[src/rtl/copier_pkg.sv]
// rtl/copier_pkg.sv - shared widths and engine state encoding for the block copier
package copier_pkg;
    localparam int COPIER_AW = 6;
    localparam int COPIER_DW = 32;
    localparam int COPIER_LW = 7;

    typedef enum logic [1:0] {
        IDLE,
        READ,
        WRITE,
        FINISH
    } state_e;
endpackage

[src/rtl/copier_addr_gen.sv]
// rtl/copier_addr_gen.sv - word pointer that loads base+offset and steps +/-1 modulo 2^AW
module copier_addr_gen #(
    parameter int AW = 6
) (
    input  logic          clock,
    input  logic          reset_n,
    input  logic          load,
    input  logic          step,
    input  logic          dec,
    input  logic [AW-1:0] base,
    input  logic [AW-1:0] offset,
    output logic [AW-1:0] ptr,
    output logic [AW-1:0] ptr_next
);
    logic [AW-1:0] ptr_q, ptr_d;

    // ptr_next lets the caller register the address it is about to use on the same edge
    always_comb begin
        ptr_d = ptr_q;
        if (load) begin
            ptr_d = base + offset;
        end else if (step) begin
            ptr_d = dec ? ptr_q - AW'(1) : ptr_q + AW'(1);
        end
    end

    always_ff @(posedge clock or negedge reset_n) begin
        if (!reset_n) begin
            ptr_q <= '0;
        end else begin
            ptr_q <= ptr_d;
        end
    end

    assign ptr      = ptr_q;
    assign ptr_next = ptr_d;
endmodule

[src/rtl/copier_block_engine.sv]
// rtl/copier_block_engine.sv - overlap-safe block copy sequencer driving the copier data memory
module copier_block_engine
    import copier_pkg::*;
#(
    parameter int AW = COPIER_AW,
    parameter int DW = COPIER_DW,
    parameter int LW = COPIER_LW
) (
    input  logic          clock,
    input  logic          reset_n,
    input  logic          cmd_valid,
    output logic          cmd_ready,
    input  logic [AW-1:0] cmd_src,
    input  logic [AW-1:0] cmd_dst,
    input  logic [LW-1:0] cmd_len,
    output logic          cpl_valid,
    output logic          busy,
    output logic [AW-1:0] aq,
    output logic          read,
    output logic [DW-1:0] wq,
    output logic          sel,
    input  logic [DW-1:0] rq,
    input  logic          done
);
    localparam logic [LW-1:0] DEPTH = LW'(1 << AW);

    state_e        state_q, state_d;
    logic          cmd_ready_q, cmd_ready_d;
    logic          cpl_valid_q, cpl_valid_d;
    logic          sel_q, sel_d;
    logic          read_q, read_d;
    logic          dec_q, dec_d;
    logic [AW-1:0] aq_q, aq_d;
    logic [DW-1:0] data_q, data_d;
    logic [LW-1:0] rem_q, rem_d;

    logic [AW-1:0] diff, start_off;
    logic [LW-1:0] len_eff;
    logic          desc, accept, step;
    logic [AW-1:0] src_ptr, src_next, dst_ptr, dst_next;

    // Descend only when the destination starts inside the source block, so no source word
    // is overwritten before it has been read.
    always_comb begin
        diff      = cmd_dst - cmd_src;
        len_eff   = (cmd_len > DEPTH) ? DEPTH : cmd_len;
        desc      = (diff != '0) && ({{(LW-AW){1'b0}}, diff} < len_eff);
        start_off = desc ? AW'(len_eff - LW'(1)) : '0;
        accept    = (state_q == IDLE) && cmd_valid;
        step      = (state_q == WRITE) && done;
    end

    copier_addr_gen #(.AW(AW)) u_src_gen (
        .clock    (clock),
        .reset_n  (reset_n),
        .load     (accept),
        .step     (step),
        .dec      (dec_q),
        .base     (cmd_src),
        .offset   (start_off),
        .ptr      (src_ptr),
        .ptr_next (src_next)
    );

    copier_addr_gen #(.AW(AW)) u_dst_gen (
        .clock    (clock),
        .reset_n  (reset_n),
        .load     (accept),
        .step     (step),
        .dec      (dec_q),
        .base     (cmd_dst),
        .offset   (start_off),
        .ptr      (dst_ptr),
        .ptr_next (dst_next)
    );

    always_comb begin
        state_d     = state_q;
        cmd_ready_d = cmd_ready_q;
        cpl_valid_d = cpl_valid_q;
        sel_d       = sel_q;
        read_d      = read_q;
        dec_d       = dec_q;
        aq_d        = aq_q;
        data_d      = data_q;
        rem_d       = rem_q;
        case (state_q)
            IDLE: begin
                if (cmd_valid) begin
                    cmd_ready_d = 1'b0;
                    dec_d       = desc;
                    rem_d       = len_eff;
                    if (len_eff == '0) begin
                        state_d     = FINISH;
                        cpl_valid_d = 1'b1;
                    end else begin
                        state_d = READ;
                        sel_d   = 1'b1;
                        read_d  = 1'b1;
                        aq_d    = src_next;
                    end
                end
            end
            READ: begin
                if (done) begin
                    state_d = WRITE;
                    data_d  = rq;
                    read_d  = 1'b0;
                    aq_d    = dst_next;
                end
            end
            WRITE: begin
                if (done) begin
                    rem_d  = rem_q - LW'(1);
                    read_d = 1'b1;
                    if (rem_q == LW'(1)) begin
                        state_d     = FINISH;
                        sel_d       = 1'b0;
                        cpl_valid_d = 1'b1;
                    end else begin
                        state_d = READ;
                        aq_d    = src_next;
                    end
                end
            end
            FINISH: begin
                state_d     = IDLE;
                cpl_valid_d = 1'b0;
                cmd_ready_d = 1'b1;
            end
            default: state_d = IDLE;
        endcase
    end

    always_ff @(posedge clock or negedge reset_n) begin
        if (!reset_n) begin
            state_q     <= IDLE;
            cmd_ready_q <= 1'b1;
            cpl_valid_q <= 1'b0;
            sel_q       <= 1'b0;
            read_q      <= 1'b1;
            dec_q       <= 1'b0;
            aq_q        <= '0;
            data_q      <= '0;
            rem_q       <= '0;
        end else begin
            state_q     <= state_d;
            cmd_ready_q <= cmd_ready_d;
            cpl_valid_q <= cpl_valid_d;
            sel_q       <= sel_d;
            read_q      <= read_d;
            dec_q       <= dec_d;
            aq_q        <= aq_d;
            data_q      <= data_d;
            rem_q       <= rem_d;
        end
    end

    assign cmd_ready = cmd_ready_q;
    assign busy      = ~cmd_ready_q;
    assign cpl_valid = cpl_valid_q;
    assign sel       = sel_q;
    assign read      = read_q;
    assign aq        = aq_q;
    assign wq        = data_q;
endmodule

[config.mk]
export PLATFORM = sky130hd
export DESIGN_NAME = copier_block_engine
export DESIGN_NICKNAME = d
export VERILOG_FILES = /design/src/rtl/copier_pkg.sv /design/src/rtl/copier_addr_gen.sv /design/src/rtl/copier_block_engine.sv
export SDC_FILE = /design/constraint.sdc
export NUM_CORES = 1
export LEC_CHECK = 0
export CAP_MARGIN = 20
export CORE_MARGIN = 4
export CORE_UTILIZATION = 50
export CTS_CLUSTER_DIAMETER = 200
export DETAILED_ROUTE_END_ITERATION = 8
export HOLD_SLACK_MARGIN = 0.1
export PLACE_DENSITY = 0.77
export SETUP_SLACK_MARGIN = 0.5
export SLEW_MARGIN = 20
export SYNTH_ARGS = -nofsm -noshare
export SYNTH_HDL_FRONTEND = slang
export SYNTH_SLANG_ARGS = --single-unit
[constraint.sdc]
create_clock -name clock -period 3.29 [get_ports clock]
set_input_delay 0.658 -clock clock [delete_from_list [all_inputs] [get_ports clock]]
set_output_delay 0.658 -clock clock [all_outputs]
set_load 0.005 [all_outputs]
; Word-level counts from Yosys, hierarchy flattened
; Index checks and enable logic that the tools add are counted.
[word_totals]
mem_count = 0
word_cells = 91
ram_bits = 0
latchBits = 0
in_bits = 55
output_inout_bits = 43
romBits = 0
reg_bits = 64
[classes]
mux = 38
order_cmp = 2
n_addsub = 9
div = 0
n_mul = 0
eq_ne = 11
shifts = 0
n_bitwise = 1
n_reduce_logical = 19
[op_table]
columns = operator, n
row1 = 6-bit 2-to-1 mux, 12
row2 = 7-bit 2-to-1 mux, 3
row3 = 6-bit case mux with 3 select lines, 1
row4 = 6-bit by 1-bit subtractor with 6-bit output (second input constant), 3
row5 = 5-bit AND reduction, 3
row6 = 7-bit case mux with 2 select lines, 1
row7 = 6-bit by 1-bit adder with 6-bit output (second input constant), 2
row8 = 6-bit adder, 2
row9 = 1-bit 2-to-1 mux, 11
row10 = 2-bit 2-to-1 mux, 5
row11 = 2-bit inequality test (second input constant), 5
row12 = 2-bit case mux with 4 select lines, 1
row13 = 7-bit by 1-bit equality test with 1-bit output (second input constant), 1
row14 = 7-bit greater-than comparator (second input constant), 1
row15 = 7-bit logical NOT, 1
row16 = 6-bit by 7-bit less-than comparator with 1-bit output, 1
row17 = 7-bit by 1-bit subtractor with 7-bit output (second input constant), 1
row18 = 1-bit case mux with 3 select lines, 2
row19 = 2-bit AND reduction, 3
row20 = 3-bit AND reduction, 2
row21 = 6-bit AND reduction, 1
row22 = 3-bit nonzero test, 2
row23 = 6-bit nonzero test, 1
row24 = 6-bit subtractor, 1
row25 = other kinds (8), 14

; Depth between registers and ports, before layout
[depth]
ltp_word = 10
depth_mapped = 22
ltp_nobuf = 22

; Cells and area by module
; Synthesis repeated with hierarchy kept, for this count alone.
[hier_totals]
hier_cells = 408
area_unflattened_um2 = 4254.1
[by_module_without_submodules]
columns = mod, cells_each, n_inst, area_per_inst_um2, seq_area_each_um2
row1 = copier_block_engine, 260, 1, 2912.8, 1303.8
row2 = copier_addr_gen, 74, 2, 670.6, 150.1

; Worst setup path before layout
; Ideal clock, no wire load.
[synth_timing]
path_type = in2reg
startpoint = input port cmd_dst[0]
endpoint = register aq_q[2] (netlist: aq[2])
setup_ns = 0.121
t_arrival_ns = 4.355
n_path_buf = 0
t_required_ns = 3.169
cell_stages = 22
slack_ns = -1.186
path_cell_list = inv_1 ha_1 inv_1 fa_1 a21o_1 a21oi_1 xnor2_1 ha_1 a21o_1 a21oi_1 o21a_1 nor2_1 or2_2 a21oi_1 ha_1 inv_1 fa_1 xnor2_1 xnor2_1 o221ai_1 a21o_1 o22a_1
[synth_between]
elab_cells_between_ends = 15
classes_between = add/sub (3) / order compare (1) / mux (9) / reduce/logical (2)
[synth_lines]
columns = item, line_no
row1 = start: declaration, copier_block_engine.sv:14  ; input logic [AW-1:0] cmd_dst,
row2 = 6-bit subtractor, copier_block_engine.sv:45  ; diff = cmd_dst - cmd_src;
row3 = 6-bit by 7-bit less-than comparator with 1-bit output or 6-bit nonzero test (tied branches), copier_block_engine.sv:47  ; desc = (diff != '0) && ({{(LW-AW){1'b0}}, diff} < len_eff);
row4 = 1-bit logical AND, copier_block_engine.sv:47
row5 = 6-bit 2-to-1 mux, copier_block_engine.sv:48  ; start_off = desc ? AW'(len_eff - LW'(1)) : '0;
row6 = 6-bit adder *, copier_addr_gen.sv:21  ; ptr_d = base + offset;
row7 = 6-bit 2-to-1 mux *, copier_addr_gen.sv:20  ; if (load) begin
row8 = named net dst_next[2], copier_block_engine.sv:40  ; logic [AW-1:0] src_ptr, src_next, dst_ptr, dst_next;
row9 = 6-bit 2-to-1 mux *, copier_block_engine.sv:105  ; if (done) begin
row10 = 6-bit case mux with 3 select lines *, copier_block_engine.sv:87  ; case (state_q)
row11 = end signal: assignment, copier_block_engine.sv:153  ; aq_q <= aq_d;
row12 = end: declaration, copier_block_engine.sv:33  ; logic [AW-1:0] aq_q, aq_d;
; The timed path passes the listed nets; every way through them passes the cells marked *. The select of a mux whose other input is x is not followed.
; A chain may end at the register's enable or synchronous reset.

; Worst setup path in the final report
[layout_timing]
startpoint = input port cmd_dst[0]
endpoint = register aq_q[4] (netlist: aq[4])
[layout_between]
elab_chain_len = 9
elab_cells_between_ends = 15
classes_between = add/sub (3) / order compare (1) / mux (9) / reduce/logical (2)
[layout_rtl]
columns = item, line_no
row1 = 6-bit subtractor, copier_block_engine.sv:45
row2 = 6-bit by 7-bit less-than comparator with 1-bit output or 6-bit nonzero test (tied branches), copier_block_engine.sv:47
row3 = 1-bit logical AND, copier_block_engine.sv:47
row4 = 6-bit 2-to-1 mux, copier_block_engine.sv:48
row5 = 6-bit adder, copier_addr_gen.sv:21
row6 = 6-bit 2-to-1 mux, copier_addr_gen.sv:20
row7 = "6-bit 2-to-1 mux, on equally long branches", "copier_block_engine.sv:116, copier_block_engine.sv:93"
row8 = "6-bit 2-to-1 mux, on equally long branches", "copier_block_engine.sv:113, copier_block_engine.sv:89"
row9 = 6-bit case mux with 3 select lines *, copier_block_engine.sv:87
; Every way passes the cells marked *; elsewhere a longest branch is shown, timed or not. The select of a mux whose other input is x is not followed.

==> run metrics <==
met3 GRT Util=5.53%; # rows=32; core box area=7770 sq um; CP bufs+invs=6; Worst R2R Path Depth=10; Worst Path Required=3.55 ns; count leader, synth=dfrtp_1; post-synthesis sequential area ratio=39.9%; Crit path max-delay family=compound AO/OA/AOI/OAI gates; die span in y=97.7 um; clk_lat worst skew=0.34 ns; gr ovfl total=0; first drt pass iteration count=6; outcome=finished with violations; layer with the highest usage=met2; FF-to-FF End=aq[5]$_DFFE_PN0P_; total CTS buffers=9; yosys warns=0; max-slew violations=0; Mapped Cells=406; Starting Density=51.8%; slowest stage delay, CP=0.37 ns; Synth async-reset ratio=100%; setup TNS=-13.14 ns; ANT cells=0; Top cell by count, worst path=inv_2; final hold violations=0; CP max-delay cell=fa_2; worst path arrival time=4.54 ns; Post-synth EDFFs=0; CTS max path bufs=2; Ports=98; largest net degree at the start of global routing=35; crit path capture type=flop; initial antenna violation count=0; Power Density=867 nW/um^2; antenna violation net count after detailed routing=0; Routability Congestion=0.915; register bit total from synthesis=64; final instance area=6120 sq um; Tot GR Track Use=25.0%; worst-path fanout max=2; R2R Path Start=dec_q$_DFFE_PN0P_; die footprint=9540 sq um; area share of the largest cell type after synthesis=38.6%; # nets final=660; ys flop type=dfrtp_1; critical path, cell by cell=buf_12 -> inv_12 -> ha_4 -> inv_2 -> fa_2 -> a21o_1 -> a21oi_2 -> xnor2_1 -> ha_1 -> a21o_1 -> a21oi_2 -> o21a_1 -> nor2_2 -> or2_4 -> a21oi_4 -> buf_6 -> ha_4 -> inv_2 -> fa_2 -> inv_2 -> o211ai_1 -> a211oi_2 -> a31oi_2 -> a31oi_1; Setup Crit Path Kind=primary input to flop; first-pass GRT wire length=19,300 um; Slew HR=48.4%; placed cell area=5540 sq um; fmax=0.234 GHz; peak supply drop=0.000642 V; Post-Route Skew=0.0102 ns; Min Hold Slack=0.387 ns; worst hold path type=primary input to asynchronous set/reset pin; area delta synth->final=52.3%; CTS tree=done; met1 Usage GRT=31.8%; Synth Net Count=496; fin crit period=4.28 ns; fraction of layout cells with a size suffix above 1=30.6%; violated checks=negative setup slack; initial DRC count=244; H-tree depth=3; vias in the first global route=3,863; # DRC=0; via-per-instance ratio=5.77; Buffers on Ports=97; Setup WS post-layout=-0.989 ns; Clock transition at path regs=0.08 ns; Die W=97.7 um; Synth Area per Inst=9.90 sq um; commonest cells in the netlist=62 x dfrtp_1, 33 x nor2_1, 32 x mux2_2, 30 x ha_1; Final Core Density=78.8%; Max-Cap Viols=0; routed wire length=12,700 um; reg-to-reg slack, setup=0.72 ns; clk root buf=clkbuf_8; # setup viols final=18; distinct cell type count after synthesis=52; post-DP HPWL=8690 um; Yosys top cell by area=dfrtp_1; Final period util=130%; grt met2 use=42.0%; CP startpoint kind=primary input; P_leak=0.00271 uW; WL/cell=18.7 um; # clock sinks=64; mapped cell area=4020 sq um; Area contributors post-synth=dfrtp_1 39%, ha_1 9.3%, mux2_2 9.0%, a21oi_1 3.6%, xnor2_1 3.3%; vias=3,905; RSZ-0062 raised after global routing=true; Layout fillers=483; Least-Margin Pin Slew=0.772 ns
placed cells by master, fill, tap and decap left out, types with 3 or more instances in the layout:
| master | count |
|---|---|
| or3_1 | 4 |
| clkbuf_8 | 10 |
| ha_1 | 20 |
| xnor2_1 | 13 |
| nor3_1 | 4 |
| buf_6 | 5 |
| nor2_1 | 32 |
| mux2i_1 | 3 |
| inv_1 | 20 |
| o21a_1 | 4 |
| o22ai_1 | 6 |
| o21ai_0 | 15 |
| and2_1 | 4 |
| a21oi_2 | 6 |
| mux2_2 | 32 |
| ha_4 | 10 |
| fa_2 | 3 |
| o21ai_2 | 3 |
| nor2b_1 | 4 |
| dlygate4sd2_1 | 6 |
| a211oi_1 | 4 |
| dfrtp_1 | 62 |
| nand2b_1 | 6 |
| a31oi_1 | 6 |
| inv_2 | 7 |
| buf_4 | 64 |
| a21o_1 | 11 |
| clkdlybuf4s50_1 | 86 |
| xor2_1 | 8 |
| nand3_1 | 3 |
| nand2_1 | 27 |
| a21oi_1 | 21 |
worst register-to-register path, cell delays in order (launching register included):
cell and delay [ns]:
dfrtp_1 0.48, ha_1 0.35, a21o_1 0.16, a21oi_1 0.26, o21bai_1 0.10, a21oi_1 0.23, xnor2_1 0.12, a211oi_1 0.25
a31oi_1 0.09, a22o_1 0.21, a31o_2 0.20
power breakdown:
group          leakage [uW]  switching (uW)  internal [uW]  total, uW
clock              0.000109             327            450        776
combinational       0.00185            1440           1620       3060
sequential         0.000756             284           1190       1470
total               0.00271            2050           3260       5310
worst max path at each step:
stage	startpoint	slack, ns	cells after the start	end
6_report	cmd_dst[0]	-0.99	24	aq[4]$_DFFE_PN0P_
5_1_grt	cmd_dst[0]	-1.16	24	aq[4]$_DFFE_PN0P_
4_1_cts	cmd_dst[0]	-0.89	24	aq[4]$_DFFE_PN0P_
3_5_place_dp	cmd_dst[0]	-1.86	23	aq[2]$_DFFE_PN0P_
3_3_place_gp	cmd_dst[0]	-1.70	23	aq[2]$_DFFE_PN0P_
2_1_floorplan	cmd_dst[0]	-0.99	22	aq[2]$_DFFE_PN0P_
flip-flops by register name, summed over array words and instances (netlist names):
signal / cells
rem_q: 7
state_q: 2
wq: 32
u_src_gen.ptr: 6
dec_q: 1
aq: 6
u_dst_gen.ptr: 6
sel: 1
cpl_valid: 1
cmd_ready: 1
read: 1
cells by family (layout without fill, tap and decap cells):
group | after synthesis | count (layout) | share of synthesized area, %
XOR/XNOR | 24 | 24 | 5.23
AO/OA/AOI/OAI | 107 | 107 | 17.0
AND/OR/NAND/NOR | 97 | 97 | 11.9
adder cells (fa/ha/maj) | 37 | 37 | 12.4
buffers and inverters | 42 | 211 | 3.92
multiplexers | 35 | 35 | 9.71
flip-flops | 64 | 64 | 39.9
metal layers:
metal,share of wire (%),vias to the layer above
li1,-,1764
met1,40,1917
met2,51,168
met3,5.3,56
met4,4.1,0
met5,0,-
timing repair:
| item | in CTS | in global routing |
|---|---|---|
| resized for setup | 59 | 15 |
| cloned | 0 | 0 |
| endpoints found under the setup margin | 19 | 19 |
| hold buffers | 0 | 0 |
| pin swaps | 39 | 27 |
| buffers inserted | 8 | 6 |
stage by stage:
step / setup WS (ns) / total power [uW] / std cells
detailed placement: -1.86 / 4180 / 647
global placement: -1.70 / 4060 / 647
finish: -0.989 / 5310 / 677
floorplan: -0.991 / 3000 / 406
global route: -1.16 / 5640 / 677
CTS: -0.885 / 5120 / 671
area by class of cell:
class                      count  area, sq um  share of cell area (%)
inverter                      29          124                    2.02
sequential                    64         1600                    26.2
clock inverter                 6         92.6                    1.51
clock buffer                  10          138                    2.25
multi-input combinational    300         2540                    41.5
tap                          102          128                    2.08
timing repair buffer         166         1500                    24.4
Power figures use the tool's default switching activity.
